## src/rtl/pc_fetch_controller_if.sv

```systemverilog
// Instruction-memory fetch handshake: request/address out, grant/valid/data back.
interface pc_fetch_controller_if #(
  parameter int unsigned PC_WIDTH = 16
);
  logic                fetchReq;
  logic [PC_WIDTH-1:0] fetchAddr;
  logic                fetchGnt;
  logic                fetchValid;
  logic [PC_WIDTH-1:0] fetchData;

  modport master (
    output fetchReq,
    output fetchAddr,
    input  fetchGnt,
    input  fetchValid,
    input  fetchData
  );

  modport slave (
    input  fetchReq,
    input  fetchAddr,
    output fetchGnt,
    output fetchValid,
    output fetchData
  );
endinterface

```

## src/rtl/pc_fetch_controller.sv

```systemverilog
// PC sequencing and single-outstanding instruction fetch for the 16-bit MIPS core.
// Handles branch/jump redirects, stale-response discard and decode back-pressure.
module pc_fetch_controller #(
  parameter int unsigned         PC_WIDTH  = 16,
  parameter logic [PC_WIDTH-1:0] RESET_PC  = '0,
  parameter int unsigned         INST_STEP = 2
) (
  input  logic                  clk,
  input  logic                  rstN,
  input  logic                  stall,
  input  logic                  branchTaken,
  input  logic [PC_WIDTH-1:0]   branchTarget,
  input  logic                  jump,
  input  logic [PC_WIDTH-1:0]   jumpTarget,
  pc_fetch_controller_if.master fetch_if,
  output logic                  instValid,
  output logic [PC_WIDTH-1:0]   instOut,
  output logic [PC_WIDTH-1:0]   instPc,
  output logic [PC_WIDTH-1:0]   currentPc
);

  typedef enum logic [1:0] {
    ST_IDLE,
    ST_FETCH,
    ST_WAIT,
    ST_HOLD
  } state_e;

  state_e              r_state;
  state_e              w_state_nxt;
  logic [PC_WIDTH-1:0] r_current_pc;
  logic [PC_WIDTH-1:0] w_current_pc_nxt;
  logic [PC_WIDTH-1:0] r_req_pc;
  logic [PC_WIDTH-1:0] w_req_pc_nxt;
  logic                r_drop;
  logic                w_drop_nxt;
  logic                r_inst_valid;
  logic                w_inst_valid_nxt;
  logic [PC_WIDTH-1:0] r_inst_out;
  logic [PC_WIDTH-1:0] w_inst_out_nxt;
  logic [PC_WIDTH-1:0] r_inst_pc;
  logic [PC_WIDTH-1:0] w_inst_pc_nxt;

  logic                w_redirect;
  logic [PC_WIDTH-1:0] w_target;
  logic [PC_WIDTH-1:0] w_pc_inc;

  // Jump wins over branch; targets are forced halfword-aligned.
  assign w_redirect = jump | branchTaken;
  assign w_target   = (jump ? jumpTarget : branchTarget) & ~PC_WIDTH'(1);
  assign w_pc_inc   = r_current_pc + PC_WIDTH'(INST_STEP);

  assign fetch_if.fetchReq  = (r_state == ST_FETCH);
  assign fetch_if.fetchAddr = r_current_pc;
  assign instValid          = r_inst_valid;
  assign instOut            = r_inst_out;
  assign instPc             = r_inst_pc;
  assign currentPc          = r_current_pc;

  always_ff @(posedge clk or negedge rstN) begin
    if (!rstN) begin
      r_state <= ST_IDLE;
    end else begin
      r_state <= w_state_nxt;
    end
  end

  // Next-state and datapath update; a redirect overrides stall and the increment.
  always_comb begin
    w_state_nxt      = r_state;
    w_current_pc_nxt = r_current_pc;
    w_req_pc_nxt     = r_req_pc;
    w_drop_nxt       = r_drop;
    w_inst_valid_nxt = r_inst_valid;
    w_inst_out_nxt   = r_inst_out;
    w_inst_pc_nxt    = r_inst_pc;

    case (r_state)
      ST_IDLE: begin
        w_state_nxt = ST_FETCH;
        if (w_redirect) begin
          w_current_pc_nxt = w_target;
        end
      end

      ST_FETCH: begin
        if (fetch_if.fetchGnt) begin
          w_req_pc_nxt     = r_current_pc;
          w_current_pc_nxt = w_redirect ? w_target : w_pc_inc;
          w_drop_nxt       = w_redirect;
          w_state_nxt      = ST_WAIT;
        end else if (w_redirect) begin
          w_current_pc_nxt = w_target;
        end
      end

      ST_WAIT: begin
        if (w_redirect) begin
          w_current_pc_nxt = w_target;
        end
        if (fetch_if.fetchValid) begin
          w_drop_nxt = 1'b0;
          if (w_redirect || r_drop) begin
            w_state_nxt = ST_FETCH;
          end else begin
            w_inst_out_nxt   = fetch_if.fetchData;
            w_inst_pc_nxt    = r_req_pc;
            w_inst_valid_nxt = 1'b1;
            w_state_nxt      = ST_HOLD;
          end
        end else if (w_redirect) begin
          w_drop_nxt = 1'b1;
        end
      end

      ST_HOLD: begin
        if (w_redirect || !stall) begin
          w_inst_valid_nxt = 1'b0;
          w_state_nxt      = ST_FETCH;
        end
        if (w_redirect) begin
          w_current_pc_nxt = w_target;
        end
      end

      default: begin
        w_state_nxt = ST_IDLE;
      end
    endcase
  end

  always_ff @(posedge clk or negedge rstN) begin
    if (!rstN) begin
      r_current_pc <= RESET_PC;
      r_req_pc     <= '0;
      r_drop       <= 1'b0;
      r_inst_valid <= 1'b0;
      r_inst_out   <= '0;
      r_inst_pc    <= '0;
    end else begin
      r_current_pc <= w_current_pc_nxt;
      r_req_pc     <= w_req_pc_nxt;
      r_drop       <= w_drop_nxt;
      r_inst_valid <= w_inst_valid_nxt;
      r_inst_out   <= w_inst_out_nxt;
      r_inst_pc    <= w_inst_pc_nxt;
    end
  end

endmodule

```

## src/flat_wrapper.sv

```systemverilog
// flat-port wrapper written by rule: the top's interface ports become plain ports
module pc_fetch_controller_flat 
#(
  parameter int unsigned         PC_WIDTH  = 16,
  parameter logic [PC_WIDTH-1:0] RESET_PC  = '0,
  parameter int unsigned         INST_STEP = 2
)
  (clk, rstN, stall, branchTaken, branchTarget, jump, jumpTarget, instValid, instOut, instPc, currentPc, fetch_if_fetchReq, fetch_if_fetchAddr, fetch_if_fetchGnt, fetch_if_fetchValid, fetch_if_fetchData);
  pc_fetch_controller_if #(.PC_WIDTH(PC_WIDTH)) fetch_if_i ();
  input  logic clk;
  input  logic rstN;
  input  logic stall;
  input  logic branchTaken;
  input  logic [PC_WIDTH-1:0] branchTarget;
  input  logic jump;
  input  logic [PC_WIDTH-1:0] jumpTarget;
  output logic instValid;
  output logic [PC_WIDTH-1:0] instOut;
  output logic [PC_WIDTH-1:0] instPc;
  output logic [PC_WIDTH-1:0] currentPc;
  output wire logic [$bits(fetch_if_i.fetchReq)-1:0] fetch_if_fetchReq;
  output wire logic [$bits(fetch_if_i.fetchAddr)-1:0] fetch_if_fetchAddr;
  input wire logic [$bits(fetch_if_i.fetchGnt)-1:0] fetch_if_fetchGnt;
  input wire logic [$bits(fetch_if_i.fetchValid)-1:0] fetch_if_fetchValid;
  input wire logic [$bits(fetch_if_i.fetchData)-1:0] fetch_if_fetchData;
  assign fetch_if_fetchReq = fetch_if_i.fetchReq;
  assign fetch_if_fetchAddr = fetch_if_i.fetchAddr;
  assign fetch_if_i.fetchGnt = fetch_if_fetchGnt;
  assign fetch_if_i.fetchValid = fetch_if_fetchValid;
  assign fetch_if_i.fetchData = fetch_if_fetchData;
  pc_fetch_controller #(.PC_WIDTH(PC_WIDTH), .RESET_PC(RESET_PC), .INST_STEP(INST_STEP)) u_core (.clk(clk), .rstN(rstN), .stall(stall), .branchTaken(branchTaken), .branchTarget(branchTarget), .jump(jump), .jumpTarget(jumpTarget), .fetch_if(fetch_if_i), .instValid(instValid), .instOut(instOut), .instPc(instPc), .currentPc(currentPc));
endmodule
```

## config.mk

```make
export PLATFORM = sky130hd
export DESIGN_NAME = pc_fetch_controller_flat
export DESIGN_NICKNAME = d
export VERILOG_FILES = /design/src/rtl/pc_fetch_controller_if.sv /design/src/rtl/pc_fetch_controller.sv /design/src/flat_wrapper.sv
export SDC_FILE = /design/constraint.sdc
export NUM_CORES = 1
export LEC_CHECK = 0
export ABC_AREA = 0
export BUFFER_PORTS_ARGS = -buffer_cell sky130_fd_sc_hd__buf_2
export CORE_MARGIN = 5
export CORE_UTILIZATION = 50
export CTS_CLUSTER_SIZE = 20
export DETAILED_ROUTE_END_ITERATION = 16
export PLACE_DENSITY = 0.83
export SYNTH_ARGS = -nofsm -noshare
export SYNTH_HDL_FRONTEND = slang
export SYNTH_SLANG_ARGS = --single-unit
export TNS_END_PERCENT = 20
```

## constraint.sdc

```tcl
create_clock -name clk -period 2 [get_ports clk]
set_input_delay 0.1 -clock clk [delete_from_list [all_inputs] [get_ports clk]]
set_output_delay 0.1 -clock clk [all_outputs]
set_load 0.03 [all_outputs]
```

Word-level counts from Yosys, hierarchy flattened:

Cells that the tools add are included.

* add/sub/neg operators: 1
* equality and inequality tests: 8
* mux-type cells: 18
* bitwise gates (word level): 2
* reductions and logical operators: 12

Operator list (count)
* $mux 16: 4
* $pmux 16 s2: 1
* $add 16x2->16 const B: 1
* $reduce_and 3->1: 3
* $mux 2: 4
* $pmux 2 s4: 1
* $mux 1: 6
* $eq 2x2->1 const B: 2
* $ne 2x1->1 const B: 2
* $ne 2x2->1 const B: 2
* $pmux 1 s2: 2
* $reduce_and 4->1: 1
* $reduce_bool 2->1: 2
* $ne 3x2->1 const B: 1
* $reduce_or 3->1: 1
* $eq 2x1->1 const B: 1
* $logic_not 2->1: 1
* $logic_or 1x1->1: 2
* $reduce_and 2->1: 1
* $logic_not 1->1: 1
* $not 1->1: 1
* $or 1x1->1: 1

* flip-flop bits (word level): 68
* bits of input ports: 55
* output and inout bits: 66
* word-level logic and storage cells: 48

Longest topological paths before layout:

* depth in word-level cells: 5
* gate-level depth with buffers: 8
* depth with buffers taken out: 6

Worst setup path before layout:

OpenSTA, ideal clock, no wires.

* path type: register to register
* start: register u_core.r_state[1]
* end: register u_core.r_current_pc[15], in the netlist u_core.currentPc[15]
* library setup time: 70 ps
* arrival: 1906 ps
* required time: 1930 ps
* path slack: 24 ps
* stages on the path, launching flop included: 8
* buffers on the path: 1
* clock period less this slack: 1976 ps
* cell sequence: dfrtp_1 -> inv_1 -> ha_1 -> buf_2 -> nand3_1 -> or4_1 -> nor3_1 -> nand3b_1

* elaborated cells between the ends (all ways): 6
* those cells by class: eq/ne (3); mux (1); reduce/logical (2)

RTL lines
* from (decl): line pc_fetch_controller.sv:29 `state_e r_state;`
* from (signal assigned): line pc_fetch_controller.sv:64 `r_state <= w_state_nxt;`
* $eq 2x1->1
* via fetch_if_fetchReq: line flat_wrapper.sv:21 `output wire logic [$bits(fetch_if_i.fetchReq)-1:0] fetch_if_fetchReq;`
* $pmux 16 s2: line pc_fetch_controller.sv:78 `case (r_state)`
* via u_core.w_current_pc_nxt[15]: line pc_fetch_controller.sv:32 `logic [PC_WIDTH-1:0] w_current_pc_nxt;`
* to (signal assigned): line pc_fetch_controller.sv:141 `r_current_pc <= w_current_pc_nxt;`
* to (decl): line pc_fetch_controller.sv:31 `logic [PC_WIDTH-1:0] r_current_pc;`

The timed path passes the listed nets, and every way through them passes these cells.
A chain may end at the register's enable or synchronous reset.

Worst setup path after layout:

* start: register u_core.r_state[1]
* end: register u_core.r_current_pc[11], in the netlist u_core.currentPc[11]

* cells in the longest elaborated chain, start to end: 3
* elaborated cells between the ends (all ways): 6
* those cells by class: eq/ne (3); mux (1); reduce/logical (2)

RTL lines (line)
* $eq 2x2->1 / $logic_not 2->1 (equally long branches): pc_fetch_controller.sv:78
* $reduce_or 3->1 (no source line)
* $pmux 16 s2 *: pc_fetch_controller.sv:78
* via u_core.w_current_pc_nxt[11]: pc_fetch_controller.sv:32

Mark *: on every way through the listed nets, which the timed path passes. The rest lies on a longest branch.

==> impl_metrics.yaml <==
timing:
  final-hold-violation-count: 0
  fin_tns_setup_ns: 0
  fin_crit_sh_pct: 93.6
  fmax_mhz: 534
  fin_crit_ns: 1.87
  skew_ns: 0.00868
  drv_slew: 0
  setup_viol: 0
  rsz0062_at_grt: "no"
  tightest_slew_ns: 0.614
  setup_slack_ns: 0.128
  maxSlewHeadroom_pct: 59.1
  holdWs_ns: 0.0217
setup_path:
  crit_end: "u_core.currentPc[11]$_DFF_PN0_"
  r2r_setup_slack_ns: 0.13
  reg2reg_to: "u_core.currentPc[11]$_DFF_PN0_"
  reg2regPathDepth: 6
  crit_arrival_ns: 2.09
  crit_type: "flip-flop to flip-flop"
  critPathLaunchType: "flip-flop"
  path_max_fanout: 11
  worst_ep_required_time_ns: 2.22
  reg2reg_from: "u_core.r_state[1]$_DFFE_PN0P_"
  critPathCaptureType: "flip-flop"
  critPathLaunch: "u_core.r_state[1]$_DFFE_PN0P_"
global_routing:
  gr-usage-all-layers_pct: 20.9
  grt_max_degree: 45
  grt_pass1_wl_um: 13900
  grt_pass1_vias: 2686
  grt_overflow: 0
  antenna_found_initial: 0
clock_tree:
  root_buffer: "clkbuf_8"
  clkSlewWorstSetupHoldPaths_ns: 0.07
  cts_tree: "built"
  htree_levels: 3
  clock_latency_ns: 0.34
  cts_buffers: 9
  cts_num_sinks: 68
  clockBufferDepth: 2
  cts_setup_buffers: 0
outcome:
  status: "completed"
hold_path:
  hold_path_depth: 3
  hold_class: "input port to flip-flop"
power:
  combinationalPowerShare_pct: 34.9
  power_frac_seq_pct: 37.4
  totalPowerFinal_mw: 5.44
  p_per_area_nw_per_um2: 1210
  p_leak_nw: 2.36
  p_sw_mw: 1.88
  p_sw_share_pct: 34.6
  p_int_mw: 3.56
  vdd_drop_max_mv: 0.489
  p_clk_share_pct: 27.8
layout:
  layout.cells.non_filler: 500
  final_area_um2: 4500
  nets: 474
  mostFrequentLayoutCells: "buf_2 (118), dfrtp_1 (68), mux2_4 (30)"
  mostFrequentLayoutCell: "buf_2"
  area_growth_pct: 32.8
  drive_above_1_share_pct: 46.0
  n_fill_cell: 495
  fin_util_pct: 67.4
  diodes: 0
placed_design:
  gp_congestion: 0.916
  dpl_cell_area_um2: 3980
  io_buffers: 118
  hpwl_um: 5960
  dp_slack_ns: 0.177
  place_inst: 459
synthesis:
  yosys.area_share.simple_pct: 12.1
  syn_avg_cell_area_um2: 12.1
  synth.area.mux_share_pct: 19.8
  ys_seq_elements: 68
  synth_compound_area_share_pct: 6.98
  synth_edf_count: 0
  syn-num-nets: 340
  synth_top_family_by_area: "multiplexers"
  ys_async_sr_fraction_pct: 100
  synth_cells: 281
  yosys.area_share.adder_pct: 1.48
  synth.yosys.seq_area_share_pct: 50.2
  syn_area_um2: 3390
  ys_warn_count: 0
  synth-main-ff-cell: "dfrtp_1"
  synth_xor_area_share_pct: 2.33
  synth_cell_types: 45
floorplanning:
  die_w_um: 92.3
  core_area_um2: 6680
  initial_core_util_pct: 50.7
  io_pins: 121
  dieArea_um2: 8520
  die_h_um: 92.3
  rows: 30
routing:
  vias: 2684
  post_drt_wl_per_cell_um: 17.4
  antenna_left: 0
  drtPass1Iterations: 4
  drc: 0
  avgViaCountPerCell: 5.37
  first_iter_violations: 106
  totalWireLength_um: 8720
job:
  maxCapViolations: 0
synth_stat cells, drive strengths merged, types with 2 or more instances:
cell | instances | area share, %
dfrtp | 68 | 50
mux2 | 45 | 18
buf | 25 | 5.6
nand2 | 25 | 2.8
o21ai | 9 | 1.3
nand3 | 8 | 1.2
nor2 | 8 | 0.89
xnor2 | 8 | 2.1
a21oi | 7 | 1.0
clkbuf | 7 | 0.78
inv | 7 | 0.78
nor4 | 7 | 1.3
nand4 | 6 | 1.3
mux2i | 5 | 1.5
ha | 4 | 1.5
nor3 | 4 | 0.59
nor3b | 4 | 1.2
a211oi | 3 | 0.66
nand2b | 3 | 0.55
nand3b | 3 | 0.66
nor2b | 3 | 0.55
a221o | 2 | 0.59
a221oi | 2 | 0.52
and2 | 2 | 0.37
o31a | 2 | 0.52
o31ai | 2 | 0.44
power by group through the flow:
stage | logic (mW) | clock network, mW | registers, mW
after global placement | 1.81 | 0 | 2.02
final | 1.90 | 1.51 | 2.03
after CTS | 1.90 | 1.53 | 2.02
after floorplan | 0.914 | 0 | 2.44
after global routing | 2.02 | 1.59 | 2.09
after detailed placement | 1.85 | 0 | 2.06
worst min path at each step:
stage | slack (ns) | to | start
after floorplan | -0.20 | u_core.currentPc[0]$_DFFE_PN0P_ | rstN
after global placement | 0.13 | u_core.instPc[9]$_DFFE_PN0P_ | rstN
after detailed placement | 0.13 | u_core.instPc[7]$_DFFE_PN0P_ | rstN
after CTS | 0.0007 | u_core.instOut[12]$_DFFE_PN0P_ | fetch_if_fetchData[12]
after global routing | 0.0006 | u_core.instOut[1]$_DFFE_PN0P_ | fetch_if_fetchData[1]
final | 0.02 | u_core.currentPc[11]$_DFF_PN0_ | branchTarget[11]
cell families (layout without fill, tap and decap cells):
logic type	count (synthesis)	after routing
and+or+nand+nor	76	76
DFF	68	68
muxes	50	50
buffers and inverters	39	178
AOI/OAI and AO/OA	35	35
xor gates and xnor gates	9	9
adders and majority gates	4	4
area by class of cell:
cell class,instances,area (um2),area share [%]
clock buffers,12,145,3.22
clock inverters,4,120,2.67
inverters,7,26.3,0.584
multi-input cells,174,1450,32.2
flip-flops and latches,68,1700,37.8
well taps,80,100,2.22
repair buffers,155,956,21.2
repair_timing:
action | CTS | global route
hold endpoints to repair | 47 | 1
resized for setup | 0 | 1
setup endpoints to repair | 0 | 1
hold buffers | 24 | 1
sequential cells by signal, indices dropped and copies added, names as in the netlist:
signal	cells
u_core.r_req_pc	16
u_core.currentPc	16
u_core.r_state	2
u_core.instPc	16
u_core.instOut	16
u_core.instValid	1
u_core.r_drop	1
per-layer routing:
metal	GRT usage (%)	vias to the layer above	part of all wire [%]
li1	-	1248	-
met1	26.8	1300	43
met2	34.3	128	48
met3	6.82	8	8.5
met4	5.20	0	0.88
met5	0	-	0
critical path, cell delays in order (launching register included):
cell	delay [ns]
dfrtp_1	0.42
inv_1	0.09
ha_1	0.26
nand2_1	0.28
nor4_1	0.39
mux2i_1	0.23
nand3_1	0.08
Note: power is estimated with default switching activity, not from simulation.
